## config.mk

```make
export PLATFORM = sky130hd
export DESIGN_NAME = i2s_master_rx
export DESIGN_NICKNAME = d
export VERILOG_FILES = /design/src/rtl/i2s_pkg.sv /design/src/rtl/i2s_clkgen.sv /design/src/rtl/i2s_master_rx.sv
export SDC_FILE = /design/constraint.sdc
export NUM_CORES = 1
export LEC_CHECK = 0
export BUFFER_PORTS_ARGS = -buffer_cell sky130_fd_sc_hd__buf_2
export CORE_UTILIZATION = 50
export CTS_CLUSTER_SIZE = 30
export DETAILED_ROUTE_END_ITERATION = 6
export MAX_ROUTING_LAYER = met4
export PLACE_DENSITY = 0.76
export SLEW_MARGIN = 10
export SYNTH_ARGS = -nofsm -noshare
export SYNTH_HDL_FRONTEND = slang
export SYNTH_SLANG_ARGS = --single-unit
```

## constraint.sdc

```tcl
create_clock -name clk_i -period 5.94 [get_ports clk_i]
set_input_delay 0.891 -clock clk_i [delete_from_list [all_inputs] [get_ports clk_i]]
set_output_delay 0.891 -clock clk_i [all_outputs]
set_load 0.01 [all_outputs]
```

## src/rtl/i2s_pkg.sv

```systemverilog
// Shared types and default parameters for the I2S master receiver.
package i2s_pkg;

    // Bus sequencing states.
    typedef enum logic [1:0] {
        ST_IDLE = 2'd0,
        ST_RUN  = 2'd1,
        ST_STOP = 2'd2
    } state_e;

    localparam int unsigned DEF_CLK_DIV     = 4;
    localparam int unsigned DEF_WIDTH       = 24;
    localparam int unsigned DEF_SLOT_BITS   = 32;
    localparam int unsigned DEF_DATA_OFFSET = 2;

endpackage

```

## src/rtl/i2s_clkgen.sv

```systemverilog
// SCK generator: divides clk_i by 2*CLK_DIV and flags each SCK edge.
// The strobes are combinational so the consumer acts on the same clk_i
// edge at which sck_o actually changes.
module i2s_clkgen
    import i2s_pkg::*;
#(
    parameter int unsigned CLK_DIV = DEF_CLK_DIV
) (
    input  logic clk_i,
    input  logic rst_i,
    input  logic run,
    output logic sck_o,
    output logic sck_rise,
    output logic sck_fall
);

    localparam int unsigned DW = (CLK_DIV > 1) ? $clog2(CLK_DIV) : 1;
    localparam logic [DW-1:0] DIV_MAX = DW'(CLK_DIV - 1);

    logic [DW-1:0] div_q, div_d;
    logic          sck_q, sck_d;
    logic          tick;

    // Divider and SCK toggle; held at zero/low while not running.
    always_comb begin
        div_d = div_q;
        sck_d = sck_q;
        tick  = run && (div_q == DIV_MAX);
        if (!run) begin
            div_d = '0;
            sck_d = 1'b0;
        end else if (tick) begin
            div_d = '0;
            sck_d = ~sck_q;
        end else begin
            div_d = div_q + 1'b1;
        end
    end

    // Divider and SCK registers.
    always_ff @(posedge clk_i or posedge rst_i) begin
        if (rst_i) begin
            div_q <= '0;
            sck_q <= 1'b0;
        end else begin
            div_q <= div_d;
            sck_q <= sck_d;
        end
    end

    assign sck_o    = sck_q;
    assign sck_rise = tick && !sck_q;
    assign sck_fall = tick && sck_q;

endmodule

```

## src/rtl/i2s_master_rx.sv

```systemverilog
// I2S bus master/receiver: drives SCK/WS, deserializes SD into left/right
// PCM pairs and hands them out over valid/ready. Stops only on a frame
// boundary so the last frame is always completed.
module i2s_master_rx
    import i2s_pkg::*;
#(
    parameter int unsigned CLK_DIV     = DEF_CLK_DIV,
    parameter int unsigned WIDTH       = DEF_WIDTH,
    parameter int unsigned SLOT_BITS   = DEF_SLOT_BITS,
    parameter int unsigned DATA_OFFSET = DEF_DATA_OFFSET
) (
    input  logic             clk_i,
    input  logic             rst_i,
    input  logic             enable_i,
    output logic             sck_o,
    output logic             ws_o,
    input  logic             sd_i,
    output logic [WIDTH-1:0] left_o,
    output logic [WIDTH-1:0] right_o,
    output logic             valid_o,
    input  logic             ready_i,
    output logic             overrun_o,
    output logic             busy_o
);

    // Counts rising edges in a slot; must be able to hold SLOT_BITS itself.
    localparam int unsigned CW = $clog2(SLOT_BITS + 1);
    localparam logic [CW-1:0] SLOT_C = CW'(SLOT_BITS);
    localparam logic [CW-1:0] MSB_C  = CW'(DATA_OFFSET);
    localparam logic [CW-1:0] LSB_C  = CW'(DATA_OFFSET + WIDTH - 1);

    state_e           state_q, state_d;
    logic             ws_q, ws_d;
    logic [CW-1:0]    bit_cnt_q, bit_cnt_d;
    logic             lead_in_q, lead_in_d;
    logic [WIDTH-1:0] shift_q, shift_d;
    logic [WIDTH-1:0] stage_q, stage_d;
    logic             pair_done_q, pair_done_d;
    logic [WIDTH-1:0] left_q, left_d;
    logic [WIDTH-1:0] right_q, right_d;
    logic             valid_q, valid_d;
    logic             overrun_q, overrun_d;

    logic             sck_rise, sck_fall;
    logic             slot_end;
    logic             capture_win;
    logic [WIDTH-1:0] shifted;

    i2s_clkgen #(
        .CLK_DIV (CLK_DIV)
    ) u_clkgen (
        .clk_i    (clk_i),
        .rst_i    (rst_i),
        .run      (state_q != ST_IDLE),
        .sck_o    (sck_o),
        .sck_rise (sck_rise),
        .sck_fall (sck_fall)
    );

    assign slot_end    = sck_fall && (lead_in_q || (bit_cnt_q == SLOT_C));
    assign capture_win = (bit_cnt_q >= MSB_C) && (bit_cnt_q <= LSB_C);
    assign shifted     = {shift_q[WIDTH-2:0], sd_i};

    // Run/stop sequencing; STOP leaves only at the fall that would open a left slot.
    always_comb begin
        state_d = state_q;
        case (state_q)
            ST_IDLE: if (enable_i) state_d = ST_RUN;
            ST_RUN:  if (!enable_i) state_d = ST_STOP;
            ST_STOP: begin
                if (enable_i)
                    state_d = ST_RUN;
                else if (slot_end && ws_q)
                    state_d = ST_IDLE;
            end
            default: state_d = ST_IDLE;
        endcase
    end

    // Slot framing, WS generation and serial capture into shift/staging.
    always_comb begin
        ws_d        = ws_q;
        bit_cnt_d   = bit_cnt_q;
        lead_in_d   = lead_in_q;
        shift_d     = shift_q;
        stage_d     = stage_q;
        pair_done_d = 1'b0;
        // Idle and the terminating fall share one path: WS parked high,
        // counters cleared and the lead-in re-armed for the next start.
        if (state_q == ST_IDLE || state_d == ST_IDLE) begin
            ws_d      = 1'b1;
            bit_cnt_d = '0;
            lead_in_d = 1'b1;
        end else if (slot_end) begin
            ws_d      = ~ws_q;
            bit_cnt_d = '0;
            lead_in_d = 1'b0;
        end else if (sck_rise && !lead_in_q) begin
            bit_cnt_d = bit_cnt_q + 1'b1;
            if (capture_win) begin
                shift_d = shifted;
                if (bit_cnt_q == LSB_C) begin
                    if (ws_q)
                        pair_done_d = 1'b1;
                    else
                        stage_d = shifted;
                end
            end
        end
    end

    // Output handshake: load a completed pair, or drop it and flag overrun.
    always_comb begin
        left_d    = left_q;
        right_d   = right_q;
        valid_d   = valid_q;
        overrun_d = 1'b0;
        if (valid_q && ready_i)
            valid_d = 1'b0;
        if (pair_done_q) begin
            if (!valid_q || ready_i) begin
                left_d  = stage_q;
                right_d = shift_q;
                valid_d = 1'b1;
            end else begin
                overrun_d = 1'b1;
            end
        end
    end

    // All state registers.
    always_ff @(posedge clk_i or posedge rst_i) begin
        if (rst_i) begin
            state_q     <= ST_IDLE;
            ws_q        <= 1'b1;
            bit_cnt_q   <= '0;
            lead_in_q   <= 1'b1;
            shift_q     <= '0;
            stage_q     <= '0;
            pair_done_q <= 1'b0;
            left_q      <= '0;
            right_q     <= '0;
            valid_q     <= 1'b0;
            overrun_q   <= 1'b0;
        end else begin
            state_q     <= state_d;
            ws_q        <= ws_d;
            bit_cnt_q   <= bit_cnt_d;
            lead_in_q   <= lead_in_d;
            shift_q     <= shift_d;
            stage_q     <= stage_d;
            pair_done_q <= pair_done_d;
            left_q      <= left_d;
            right_q     <= right_d;
            valid_q     <= valid_d;
            overrun_q   <= overrun_d;
        end
    end

    assign ws_o      = ws_q;
    assign left_o    = left_q;
    assign right_o   = right_q;
    assign valid_o   = valid_q;
    assign overrun_o = overrun_q;
    assign busy_o    = (state_q != ST_IDLE);

endmodule

```

# After elaboration in Yosys (flattened, before gate mapping)
# Index checks and enable logic that the tools add are counted.
dict set report classes {
  n_addsub 2
  order_cmp 2
  n_eq_ne 6
  mux 27
  bitwise 4
  reduce_logical 22
}
# cell count
set ops {}
lappend ops {{$mux W6} 3}
lappend ops {{$mux W1} 17}
lappend ops {{$mux W2} 6}
lappend ops {{$logic_and A1 B1 Y1} 8}
lappend ops {{$add A6 B1 Y6 const B} 1}
lappend ops {{$eq A6 B5 Y1 const B} 1}
lappend ops {{$eq A6 B6 Y1 const B} 1}
lappend ops {{$ge A6 B2 Y1 const B} 1}
lappend ops {{$le A6 B5 Y1 const B} 1}
lappend ops {{$pmux W2 S3} 1}
lappend ops {{$reduce_and A6 Y1} 1}
lappend ops {{$eq A2 B2 Y1 const B} 2}
lappend ops {{$logic_not A2 Y1} 2}
lappend ops {{$not A1 Y1} 4}
lappend ops {{$reduce_and A4 Y1} 1}
lappend ops {{$reduce_bool A2 Y1} 2}
lappend ops {{$logic_not A1 Y1} 3}
lappend ops {{$logic_or A1 B1 Y1} 3}
lappend ops {{$reduce_bool A3 Y1} 1}
lappend ops {{$add A2 B1 Y2 const B} 1}
lappend ops {{$eq A2 B1 Y1 const B} 1}
lappend ops {{$ne A2 B2 Y1 const B} 1}
lappend ops {{$reduce_and A2 Y1} 1}
dict set report word_totals {
  regBits 112
  input_bits 5
  word_cells 76
}

# Logic depth before layout (Yosys ltp)
dict set report logic_depth {
  word_depth 12
  ltp_mapped 7
  depth_no_buf 5
}

# Cells and area by module
# A second synthesis with hierarchy kept.
dict set report unflattened {
  cells_unflattened 286
  hier_area_um2 4511.8
}
# mod n_inst cells_each area_each_um2 seq_area_each_um2
set by_module_without_submodules {}
lappend by_module_without_submodules {i2s_master_rx 1 274 4372.9 2730.1}
lappend by_module_without_submodules {i2s_clkgen 1 12 138.9 75.1}

# Worst setup path after synthesis
# OpenSTA, ideal clock, no wires.
dict set report synth_path {
  kind {register to register}
  from {reg u_clkgen.div_q[0]}
  to {reg shift_q[10]}
  setup_time_ns 0.125
  t_arrival_ns 2.311
  slack_ns 3.504
  stages_incl_launch_ff 8
  n_path_buf 2
  cell_sequence {dfrtp_1 ha_1 or3b_1 clkbuf_2 or3_4 a311oi_4 buf_6 mux2_2}
}
dict set report synth_via {
  elab_chain_cells 12
  elab_cells_between_ends 15
  cone_classes {eq/ne: 1; mux: 3; bitwise: 2; reduce/logical: 9}
}
# element line_no
set synth_lines {}
lappend synth_lines {{from (decl)} i2s_clkgen.sv:20} ;# logic [DW-1:0] div_q, div_d;
lappend synth_lines {{from (signal assigned)} i2s_clkgen.sv:46} ;# div_q <= div_d;
lappend synth_lines {{$eq A2 B2 Y1 (*)} i2s_clkgen.sv:28} ;# tick = run && (div_q == DIV_MAX);
lappend synth_lines {{$logic_and A1 B1 Y1 (*)} i2s_clkgen.sv:28}
lappend synth_lines {{$logic_and A1 B1 Y1} i2s_clkgen.sv:53} ;# assign sck_fall = tick && sck_q;
lappend synth_lines {{$logic_and A1 B1 Y1} i2s_master_rx.sv:60} ;# assign slot_end = sck_fall && (lead_in_q || (bit_cnt_q == SLOT_C));
lappend synth_lines {{$logic_and A1 B1 Y1} i2s_master_rx.sv:73} ;# else if (slot_end && ws_q)
lappend synth_lines {{$mux W2} i2s_master_rx.sv:73}
lappend synth_lines {{$mux W2} i2s_master_rx.sv:71} ;# if (enable_i)
lappend synth_lines {{$pmux W2 S3} i2s_master_rx.sv:67} ;# case (state_q)
lappend synth_lines {{$logic_not A2 Y1} i2s_master_rx.sv:90} ;# if (state_q == ST_IDLE || state_d == ST_IDLE) begin
lappend synth_lines {{$logic_or A1 B1 Y1} i2s_master_rx.sv:90}
lappend synth_lines {{$not A1 Y1 (no line)} -}
lappend synth_lines {{$reduce_and A4 Y1 (no line) (*)} -}
lappend synth_lines {{to (signal assigned)} i2s_master_rx.sv:150} ;# shift_q <= shift_d;
lappend synth_lines {{to (decl)} i2s_master_rx.sv:36} ;# logic [WIDTH-1:0] shift_q, shift_d;
# Mark *: on every way between the ends. The rest lies on a longest branch, timed or not.
# A chain may end at the register's enable or synchronous reset.

# Final worst setup path
dict set report layout_path {
  from {reg u_clkgen.div_q[0]}
  to {reg stage_q[8]}
}
dict set report layout_via {
  elab_chain_cells 12
  elab_cells_between_ends 15
  cone_classes {eq/ne: 1; mux: 3; bitwise: 2; reduce/logical: 9}
}
# element line_no
set layout_lines {}
lappend layout_lines {{$eq A2 B2 Y1 (*)} i2s_clkgen.sv:28}
lappend layout_lines {{$logic_and A1 B1 Y1 (*)} i2s_clkgen.sv:28}
lappend layout_lines {{$logic_and A1 B1 Y1} i2s_clkgen.sv:53}
lappend layout_lines {{$logic_and A1 B1 Y1} i2s_master_rx.sv:60}
lappend layout_lines {{$logic_and A1 B1 Y1} i2s_master_rx.sv:73}
lappend layout_lines {{$mux W2} i2s_master_rx.sv:73}
lappend layout_lines {{$mux W2} i2s_master_rx.sv:71}
lappend layout_lines {{$pmux W2 S3} i2s_master_rx.sv:67}
lappend layout_lines {{$logic_not A2 Y1} i2s_master_rx.sv:90}
lappend layout_lines {{$logic_or A1 B1 Y1} i2s_master_rx.sv:90}
lappend layout_lines {{$not A1 Y1 (no line)} -}
lappend layout_lines {{$reduce_and A6 Y1 (no line) (*)} -}
lappend layout_lines {{to (signal assigned)} i2s_master_rx.sv:151} ;# stage_q <= stage_d;
lappend layout_lines {{to (decl)} i2s_master_rx.sv:37} ;# logic [WIDTH-1:0] stage_q, stage_d;
# Marks and branches as above.

==> flow_metrics.py <==
metrics = {
    "run_status": {
        "outcome": "completed",
    },
    "timing": {
        "grt_setup_unrepaired": "no",
        "finClkSkew_ns": 0.01329,
        "setup_tns_ns": 0,
        "final.period_utilization": 0.4748,
        "slew_headroom": 0.2436,
        "final-max-slew-violation-count": 0,
        "tightestPinTransition_ns": 1.131,
        "setup_viol": 0,
        "period_needed_ns": 2.821,
        "fmax_ghz": 0.3545,
        "hold_viol": 0,
    },
    "power_and_ir_drop": {
        "p_sw_mw": 0.2972,
        "seqPwrFrac": 0.621,
        "p_leak_nw": 2.664,
        "max-vdd-ir-drop_mv": 0.1109,
        "powerDensity_mw_per_mm2": 253.8,
        "p_sw_frac": 0.2360,
        "power.share.clock": 0.338,
        "p_int_mw": 0.9621,
        "power_frac_comb": 0.042,
        "power_mw": 1.259,
    },
    "synth": {
        "ys_types": 36,
        "syn_area_per_cell_um2": 15.57,
        "synth_seq_cells": 112,
        "syn_nets": 292,
        "ys_async_sr_fraction": 1.000,
        "synthSimpleGateAreaFrac": 0.04530,
        "ys.flop_type": "dfrtp_1",
        "yosysSeqAreaShare": 0.6387,
        "synthAdderAreaFrac": 0.01425,
        "synth_edf_count": 0,
        "synth_compound_area_frac": 0.02336,
        "synthCells": 282,
        "netlist_area_mm2": 0.004392,
        "ys_warn_count": 0,
        "synth_top_family_by_area": "multiplexers",
        "synth_mux_area_frac": 0.2462,
        "synth_xor_xnor_area_share": 0.01396,
    },
    "cts": {
        "cts_resized": 0,
        "path_clk_slew_ns": 0.10,
        "post_cts.repair.setup_buffers": 0,
        "h-tree-depth": 3,
        "insertion_delay_ns": 0.36,
        "cts_root_buf": "clkbuf_8",
        "holdBufCountCts": 0,
        "clkSinkCount": 112,
        "cts_buffers": 9,
        "cts_tree": "yes",
        "clockBufferDepth": 2,
    },
    "drt": {
        "wl_per_cell_um": 15.63,
        "ant_nets": 0,
        "drc": 0,
        "routed-via-count": 2367,
        "postRouteWirelength_um": 7082,
        "dr.pass1.iters": 4,
        "vias_per_cell": 5.225,
        "drt_iter0_drc": 90,
    },
    "floorplan": {
        "dieWidth_um": 95.72,
        "initial_core_util": 0.5266,
        "dieHeight_um": 95.72,
        "rows": 33,
        "fp.coreArea_mm2": 0.008341,
        "die-area_mm2": 0.009162,
        "ios": 58,
    },
    "layout": {
        "layout_common_cells": "110 x dfrtp_1, 95 x mux2_2, 57 x buf_2",
        "final_common_cell": "dfrtp_1",
        "drive_above_1_share": 0.5086,
        "nets": 353,
        "synthToLayoutAreaGrowth_pct": 12.99,
        "num_antenna_cells": 0,
    },
    "setup_path": {
        "end_kind": "register",
        "cp-start-kind": "register",
        "worst-r2r-setup-slack_ns": 3.12,
        "cp.required_ns": 6.19,
        "critical_path_peak_fanout": 14,
        "critPathKind": "reg2reg",
        "crit_arrival_ns": 3.07,
    },
    "worst_hold_path": {
        "hp-class": "reg2reg",
    },
    "grt": {
        "grt_pass1_wl_um": 11880,
        "gr-total-overflow": 0,
        "grt_max_degree": 87,
        "grt_antenna_before_repair": 0,
        "grtUsageTotal": 0.1789,
        "grt_pass1_vias": 2368,
    },
    "placement": {
        "io_buffers": 57,
        "place.gp.congestion": 0.7987,
        "hpwl_um": 4817,
    },
    "flow_run": {
        "cap_viol_max_count": 0,
    },
}
-- kinds of logic (layout without fill, tap and decap cells) --
family                     after synthesis  in the layout
buffers and inverters                   15             81
adders and majority gates                5              5
and+or+nand+nor                         35             35
muxes                                   96             96
xor gates and xnor gates                 7              7
DFF                                    112            112
AOI/OAI and AO/OA                       12             12
-- sequential cells by signal (all words and copies together) (netlist names) --
signal / flops
left_o: 24
bit_cnt_q: 6
lead_in_q: 1
state_q: 2
overrun_o: 1
right_o: 24
u_clkgen.sck_o: 1
u_clkgen.div_q: 2
valid_o: 1
shift_q: 24
stage_q: 24
ws_o: 1
pair_done_q: 1
-- path summary, 6_finish.rpt --
kind                                             startpoint                           to  cells after the start
max in group asynchronous                             rst_i   u_clkgen.sck_o$_DFFE_PP0P_                      3
worst min-delay path            u_clkgen.div_q[0]$_DFF_PP0_  u_clkgen.div_q[0]$_DFF_PP0_                      1
worst max register to register  u_clkgen.div_q[0]$_DFF_PP0_       stage_q[8]$_DFFE_PP0P_                      6
worst max-delay path            u_clkgen.div_q[0]$_DFF_PP0_       stage_q[8]$_DFFE_PP0P_                      6
min in group asynchronous                             rst_i       right_o[7]$_DFFE_PP0P_                      2
worst min register to register  u_clkgen.div_q[0]$_DFF_PP0_  u_clkgen.div_q[0]$_DFF_PP0_                      1
-- synthesized netlist by cell type (2+ instances only) --
cell / number / share of area
nor3b_1: 2 / 0.0034
ha_1: 5 / 0.014
dfrtp_1: 110 / 0.63
o21bai_1: 2 / 0.0034
xnor2_1: 7 / 0.014
nor2_1: 11 / 0.0094
nor2b_1: 2 / 0.0028
nor3_1: 4 / 0.0046
nand3_1: 2 / 0.0023
mux2_2: 95 / 0.24
buf_6: 2 / 0.0051
buf_4: 2 / 0.0034
clkbuf_1: 4 / 0.0034
nand2_1: 5 / 0.0043
dfstp_2: 2 / 0.012
o21ai_0: 3 / 0.0034
inv_1: 5 / 0.0043
-- metal layers --
metal	part of all wire	GRT usage
met3	0.037	0.04344
met4	0.011	0.05224
met5	0	-
met1	0.46	0.2406
met2	0.49	0.2726
-- power by group through the flow --
stage	Sequential [mW]	Clock, mW	Combinational (mW)
final	0.781	0.425	0.0528
after global routing	0.783	0.471	0.0605
after CTS	0.781	0.438	0.0544
after detailed placement	0.796	0	0.0541
after global placement	0.795	0	0.0532
after floorplan	0.796	0	0.0362
-- per-stage QoR --
stage	hold slack, ns	instance area, um2	util	setup WS [ns]	instances
2_1_floorplan	0.4150	4392	-	2.093	282
3_3_place_gp	0.4283	4775	0.5725	3.160	437
3_5_place_dp	0.4290	4775	0.5725	3.104	437
4_1_cts	0.4415	4962	0.5950	3.084	453
5_1_grt	0.4574	4962	0.5950	2.973	453
6_report	0.4412	4962	0.5950	3.119	453
-- worst max-delay path, stage by stage (launching register included) --
cell	delay, ns
dfrtp_1	0.36
ha_1	0.23
or3b_1	0.46
or3_4	0.44
nor3b_4	0.52
buf_4	0.34
mux2_2	0.36
-- final cells by class --
type	instances	area [um2]
Clock buffer	11	141.4
Clock inverter	5	46.29
Fill cell	650	3378
Inverter	5	21.27
Multi-Input combinational cell	155	1509
Sequential cell	112	2805
Tap cell	105	131.4
Timing Repair Buffer	60	307.8
No activity file was read; power rests on OpenSTA's default activity.
